**src/rtl/usb3_slfifo_reader_if.sv**
```systemverilog
`default_nettype none
// ============================================================================
// Module   : usb3_slfifo_reader_if
// Brief    : FX3 slave-FIFO read pins plus the word stream toward the RAM cache.
// Revision : 1.0
// ============================================================================
interface usb3_slfifo_reader_if;
    logic        rd_en;
    logic        USB3_FLAGA;
    logic [31:0] USB3_DQ;
    logic        USB3_SLCS_n;
    logic        USB3_SLOE_n;
    logic        USB3_SLRD_n;
    logic [1:0]  USB3_A;
    logic [31:0] data;
    logic [3:0]  usb_rd_state;
    logic [15:0] burst_count;
    logic        rd_busy;

    modport master (
        input  rd_en, USB3_FLAGA, USB3_DQ,
        output USB3_SLCS_n, USB3_SLOE_n, USB3_SLRD_n, USB3_A,
               data, usb_rd_state, burst_count, rd_busy
    );

    modport slave (
        output rd_en, USB3_FLAGA, USB3_DQ,
        input  USB3_SLCS_n, USB3_SLOE_n, USB3_SLRD_n, USB3_A,
               data, usb_rd_state, burst_count, rd_busy
    );
endinterface
`default_nettype wire

```
**src/rtl/usb3_slfifo_reader.sv**
```systemverilog
`default_nettype none
// ============================================================================
// Module   : usb3_slfifo_reader
// Brief    : Slave-FIFO read master pulling fixed bursts from the FX3 into a
//            registered 32-bit word stream with a phase code for the cache.
// Revision : 1.0
// ============================================================================
module usb3_slfifo_reader #(
    parameter int         BURST_LEN = 256,
    parameter logic [1:0] FIFO_ADDR = 2'b00
) (
    input  logic                 wrclock,
    input  logic                 rst,
    usb3_slfifo_reader_if.master bus
);

    typedef enum logic [3:0] {
        S_IDLE      = 4'd0,
        S_WAIT_FLAG = 4'd1,
        S_SELECT    = 4'd2,
        S_FILL0     = 4'd3,
        S_FILL1     = 4'd4,
        S_FILL2     = 4'd5,
        S_DATA      = 4'd6,
        S_GAP       = 4'd7
    } state_t;

    localparam logic [8:0] c_burst_len = 9'(BURST_LEN);
    localparam logic [8:0] c_data_last = 9'(BURST_LEN - 1);
    localparam logic [8:0] c_gap_last  = 9'd2;

    state_t      r_state;
    state_t      w_next_state;
    logic [8:0]  r_rd_cnt;
    logic [8:0]  w_rd_cnt_next;
    logic [8:0]  r_dwell;
    logic        w_in_burst;
    logic        w_rd_next;
    logic        w_busy_next;
    logic        r_slcs_n;
    logic        r_sloe_n;
    logic        r_slrd_n;
    logic        r_rd_busy;
    logic [1:0]  r_addr;
    logic [31:0] r_data;
    logic [15:0] r_burst_count;

    // Next state plus the next values of every registered strobe, so the pins
    // change on the same edge as the state they belong to.
    always_comb begin
        w_next_state  = r_state;
        w_rd_cnt_next = r_rd_cnt + {8'd0, ~r_slrd_n};
        w_in_burst    = 1'b0;
        w_rd_next     = 1'b0;
        w_busy_next   = 1'b0;

        case (r_state)
            S_IDLE:      if (bus.rd_en) w_next_state = S_WAIT_FLAG;
            S_WAIT_FLAG: begin
                if (!bus.rd_en)          w_next_state = S_IDLE;
                else if (bus.USB3_FLAGA) w_next_state = S_SELECT;
            end
            S_SELECT:    w_next_state = S_FILL0;
            S_FILL0:     w_next_state = S_FILL1;
            S_FILL1:     w_next_state = S_FILL2;
            S_FILL2:     w_next_state = S_DATA;
            S_DATA:      if (r_dwell == c_data_last) w_next_state = S_GAP;
            S_GAP: begin
                if (r_dwell == c_gap_last)
                    w_next_state = bus.rd_en ? S_WAIT_FLAG : S_IDLE;
            end
            default:     w_next_state = S_IDLE;
        endcase

        w_in_burst  = (w_next_state >= S_SELECT) && (w_next_state <= S_DATA);
        // The FX3 returns data two cycles late, so the read strobe stops once
        // BURST_LEN reads are issued, while the data phase keeps draining.
        w_rd_next   = (w_next_state >= S_FILL0) && (w_next_state <= S_DATA)
                      && (w_rd_cnt_next < c_burst_len);
        w_busy_next = (w_next_state != S_IDLE) && (w_next_state != S_WAIT_FLAG);
    end

    always_ff @(posedge wrclock) begin
        if (rst) begin
            r_state       <= S_IDLE;
            r_rd_cnt      <= 9'd0;
            r_dwell       <= 9'd0;
            r_slcs_n      <= 1'b1;
            r_sloe_n      <= 1'b1;
            r_slrd_n      <= 1'b1;
            r_rd_busy     <= 1'b0;
            r_addr        <= FIFO_ADDR;
            r_data        <= 32'd0;
            r_burst_count <= 16'd0;
        end else begin
            r_state   <= w_next_state;
            r_dwell   <= (w_next_state == r_state) ? r_dwell + 9'd1 : 9'd0;
            r_rd_cnt  <= ((r_state >= S_FILL0) && (r_state <= S_DATA)) ? w_rd_cnt_next : 9'd0;
            r_slcs_n  <= ~w_in_burst;
            r_sloe_n  <= ~w_in_burst;
            r_slrd_n  <= ~w_rd_next;
            r_rd_busy <= w_busy_next;
            r_addr    <= FIFO_ADDR;
            if (w_next_state == S_DATA)
                r_data <= bus.USB3_DQ;
            if ((w_next_state == S_GAP) && (r_state != S_GAP))
                r_burst_count <= r_burst_count + 16'd1;
        end
    end

    assign bus.USB3_SLCS_n  = r_slcs_n;
    assign bus.USB3_SLOE_n  = r_sloe_n;
    assign bus.USB3_SLRD_n  = r_slrd_n;
    assign bus.USB3_A       = r_addr;
    assign bus.data         = r_data;
    assign bus.usb_rd_state = r_state;
    assign bus.burst_count  = r_burst_count;
    assign bus.rd_busy      = r_rd_busy;

endmodule
`default_nettype wire

```
**src/flat_wrapper.sv**
```systemverilog
// flat-port wrapper written by rule: the top's interface ports become plain ports
module usb3_slfifo_reader_flat 
#(
    parameter int         BURST_LEN = 256,
    parameter logic [1:0] FIFO_ADDR = 2'b00
)
  (wrclock, rst, bus_rd_en, bus_USB3_FLAGA, bus_USB3_DQ, bus_USB3_SLCS_n, bus_USB3_SLOE_n, bus_USB3_SLRD_n, bus_USB3_A, bus_data, bus_usb_rd_state, bus_burst_count, bus_rd_busy);
  usb3_slfifo_reader_if bus_i ();
  input  logic wrclock;
  input  logic rst;
  input wire logic [$bits(bus_i.rd_en)-1:0] bus_rd_en;
  input wire logic [$bits(bus_i.USB3_FLAGA)-1:0] bus_USB3_FLAGA;
  input wire logic [$bits(bus_i.USB3_DQ)-1:0] bus_USB3_DQ;
  output wire logic [$bits(bus_i.USB3_SLCS_n)-1:0] bus_USB3_SLCS_n;
  output wire logic [$bits(bus_i.USB3_SLOE_n)-1:0] bus_USB3_SLOE_n;
  output wire logic [$bits(bus_i.USB3_SLRD_n)-1:0] bus_USB3_SLRD_n;
  output wire logic [$bits(bus_i.USB3_A)-1:0] bus_USB3_A;
  output wire logic [$bits(bus_i.data)-1:0] bus_data;
  output wire logic [$bits(bus_i.usb_rd_state)-1:0] bus_usb_rd_state;
  output wire logic [$bits(bus_i.burst_count)-1:0] bus_burst_count;
  output wire logic [$bits(bus_i.rd_busy)-1:0] bus_rd_busy;
  assign bus_i.rd_en = bus_rd_en;
  assign bus_i.USB3_FLAGA = bus_USB3_FLAGA;
  assign bus_i.USB3_DQ = bus_USB3_DQ;
  assign bus_USB3_SLCS_n = bus_i.USB3_SLCS_n;
  assign bus_USB3_SLOE_n = bus_i.USB3_SLOE_n;
  assign bus_USB3_SLRD_n = bus_i.USB3_SLRD_n;
  assign bus_USB3_A = bus_i.USB3_A;
  assign bus_data = bus_i.data;
  assign bus_usb_rd_state = bus_i.usb_rd_state;
  assign bus_burst_count = bus_i.burst_count;
  assign bus_rd_busy = bus_i.rd_busy;
  usb3_slfifo_reader #(.BURST_LEN(BURST_LEN), .FIFO_ADDR(FIFO_ADDR)) u_core (.wrclock(wrclock), .rst(rst), .bus(bus_i));
endmodule
```
**config.mk**
```make
export PLATFORM = sky130hd
export DESIGN_NAME = usb3_slfifo_reader_flat
export DESIGN_NICKNAME = d
export VERILOG_FILES = /design/src/rtl/usb3_slfifo_reader_if.sv /design/src/rtl/usb3_slfifo_reader.sv /design/src/flat_wrapper.sv
export SDC_FILE = /design/constraint.sdc
export NUM_CORES = 1
export LEC_CHECK = 0
export CORE_AREA = 2 2 87 89
export DETAILED_ROUTE_END_ITERATION = 8
export DIE_AREA = 0 0 89 91
export PLACE_DENSITY = 0.79
export SLEW_MARGIN = 30
export SYNTH_ARGS = -nofsm -noshare
export SYNTH_HDL_FRONTEND = slang
export SYNTH_SLANG_ARGS = --single-unit
```
**constraint.sdc**
```tcl
create_clock -name wrclock -period 2.81 [get_ports wrclock]
set_clock_uncertainty 0.15 [all_clocks]
set_input_delay 0.562 -clock wrclock [delete_from_list [all_inputs] [get_ports wrclock]]
set_output_delay 0.562 -clock wrclock [all_outputs]
set_load 0.05 [all_outputs]
```
==> results.json <==
{
  "ys_ff_latch": 73,
  "cts.clk_slew.worst_paths_ns": 0.07,
  "io_pins": 94,
  "critical_path.max_stage_delay_ns": 0.92,
  "wl_per_cell_microns": 15.16,
  "syn_to_final_growth_pct": 33.96,
  "layout_commonest_cell": "clkdlybuf4s50_1",
  "status": "complete, no violations",
  "min_period_ns": 2.666,
  "grt_pass1_vias": 2941,
  "ys_seq_area_share_pct": 43.93,
  "drv_slew": 0,
  "power.density_nw_per_um2": 430.5,
  "synth_largest_area_cell": "dfxtp_1",
  "fmax_ghz": 0.3750,
  "cts_setup_buffers": 0,
  "clk_path_buf_depth": 2,
  "cts_tree": "built",
  "diodes": 0,
  "post-route-period-util_pct": 94.89,
  "cp-start-kind": "flip-flop",
  "cp.required_ns": 2.10,
  "critPathTopFamily": "buffers and inverters",
  "place.gp.congestion": 0.7863,
  "crit_arrival_ns": 1.95,
  "max-cap-violations": 0,
  "drt-total-wl_microns": 8431,
  "cts.sinks": 73,
  "maxSlewHeadroom_pct": 58.68,
  "whs_path_depth": 2,
  "fp.dieW_microns": 89,
  "start_util_pct": 46.62,
  "stdcell_count": 556,
  "hold_path_class": "reg2reg",
  "vias_per_cell": 5.570,
  "cp_num_cells": 1,
  "yosys_warnings": 0,
  "dp_hpwl_microns": 5704,
  "leakagePower_nw": 1.463,
  "netlist_area_sq_um": 3327,
  "cts_made_buffers": 9,
  "postSynthAreaPerCell_sq_um": 8.919,
  "via_count": 3097,
  "insertion_delay_ns": 0.35,
  "grt_remaining_overflow": 0,
  "first_pass_iters": 4,
  "syn_inst": 373,
  "ys_top_cells_by_area": "dfxtp_1 44%, a21oi_1 8.3%, o31ai_1 7.7%, nand4_1 7.3%, xor2_1 3.7%",
  "synth_top_area_share_pct": 43.93,
  "ir_drop_v": 0.0002459,
  "drive_above_1_share_pct": 7.440,
  "rr_worst_depth": 8,
  "antenna_left": 0,
  "cts_hold_buf": 0,
  "drc": 0,
  "mostFrequentLayoutCells": "90 x clkdlybuf4s50_1, 73 x dfxtp_1, 55 x a21oi_1, 39 x nand4_1, 34 x o31ai_1",
  "dp.cells": 540,
  "track_usage_pct": 20.92,
  "crit_type": "reg2out",
  "cp_num_buf_inv": 1,
  "rsz0062_at_grt": "false",
  "synth_cell_type_count": 42,
  "dieArea_sq_um": 8099,
  "hold_viol": 0,
  "row_count": 31,
  "cts_resized": 0,
  "finalNetCount": 494,
  "first_iter_violations": 141,
  "tns_ns": 0,
  "grt_start_max_net_pins": 50,
  "port_buffers": 91,
  "die-height_microns": 91,
  "slowest_stage": "clkdlybuf4s50_1",
  "utilization_pct": 62.45,
  "crit_chain": "clkdlybuf4s50_1",
  "root_buffer": "clkbuf_8",
  "antenna_found_initial": 0,
  "core_area_sq_um": 7137,
  "worstSetupEndpointType": "output port",
  "worstPathMaxFanout": 17,
  "cts_max_level": 3,
  "whs_ns": 0.3233,
  "finalSetupViolCount": 0,
  "tightest_slew_ns": 0.6142,
  "grt_pass1_wl_microns": 13610
}
## final cells by class
type                       instances  area [sq um]
multi-input combinational        260          1683
timing repair buffer             101         980.9
inverter                           7         26.28
tap                               99         123.9
clock buffer                      11         151.4
clock inverter                     5         30.03
sequential                        73          1461
fill                             665          2680
## sequential cells by signal, summed over array words and instances (netlist names)
name                     cells
u_core.bus.data             32
u_core.bus.burst_count      16
u_core.r_dwell               9
u_core.r_rd_cnt              9
u_core.bus.usb_rd_state      4
u_core.bus.USB3_SLCS_n       1
u_core.bus.USB3_SLRD_n       1
u_core.bus.rd_busy           1
## report_power, final
group	switching, mW	leakage (nW)	internal [mW]	total (mW)
sequential	0.00598	0.588	1.04	1.04
combinational	0.0647	0.783	0.0573	0.122
clock	0.390	0.0911	0.364	0.754
total	0.461	1.46	1.46	1.92
## kinds of logic (layout without fill, tap and decap cells)
| logic type | Yosys count | in the layout | synth area share, % |
|---|---|---|---|
| xor gates and xnor gates | 21 | 21 | 5.529 |
| adders and majority gates | 6 | 6 | 2.256 |
| DFF | 73 | 73 | 43.93 |
| other | 1 | 3 | 0.1127 |
| AOI/OAI and AO/OA | 108 | 108 | 20.23 |
| buffers and inverters | 42 | 124 | 6.206 |
| and+or+nand+nor | 122 | 122 | 21.74 |
## metrics by stage
step / total power, mW / instance area (sq um) / setup WS (ns)
2_1_floorplan: 1.120 / 3334 / 0.5099
3_3_place_gp: 1.187 / 4275 / 0.3462
3_5_place_dp: 1.187 / 4275 / 0.2837
4_1_cts: 1.935 / 4457 / 0.1377
5_1_grt: 1.988 / 4457 / 0.02614
6_report: 1.919 / 4457 / 0.1435
## layer usage
| metal | track usage [%] | vias up | wire, microns |
|---|---|---|---|
| met2 | 34.95 | 99 | 4097 |
| met4 | 8.458 | 0 | 130 |
| li1 | - | 1544 | - |
| met5 | 0 | - | 0 |
| met3 | 3.182 | 11 | 486 |
| met1 | 26.58 | 1443 | 3717 |
## path summary, 6_finish.rpt
| path | start | end | slack (ns) |
|---|---|---|---|
| min | u_core.bus.data[1] | u_core.bus.data[1] | 0.32 |
| max | u_core.bus.usb_rd_state[1] | bus_usb_rd_state[1] | 0.14 |
| min reg2reg | u_core.bus.data[1] | u_core.bus.data[1] | 0.32 |
| max reg2reg | u_core.r_dwell[3] | u_core.bus.data[24] | 0.25 |
## Yosys cell counts, drive strengths merged
| library cell | n |
|---|---|
| a2111oi | 1 |
| a21boi | 1 |
| a21oi | 55 |
| a31oi | 1 |
| and2 | 3 |
| and3 | 7 |
| and4 | 5 |
| and4bb | 1 |
| buf | 24 |
| clkbuf | 11 |
| conb | 1 |
| dfxtp | 73 |
| ha | 6 |
| inv | 7 |
| nand2 | 10 |
| nand2b | 2 |
| nand3 | 15 |
| nand3b | 1 |
| nand4 | 40 |
| nor2 | 20 |
| nor2b | 1 |
| nor3 | 1 |
| nor3b | 2 |
| nor4 | 1 |
| nor4b | 2 |
| o2111ai | 1 |
| o211ai | 1 |
| o21a | 2 |
| o21ai | 11 |
| o31ai | 34 |
| o32ai | 1 |
| or2 | 1 |
| or3 | 7 |
| or3b | 1 |
| or4 | 2 |
| xnor2 | 7 |
| xor2 | 14 |
## tightest hold or removal path: cells and delay by family, from the launching register on
| family | cells | cell delay [ns] |
|---|---|---|
| AOI/OAI and AO/OA | 2 | 0.12 |
| DFF | 1 | 0.31 |
(Power assumes the default switching activity.)
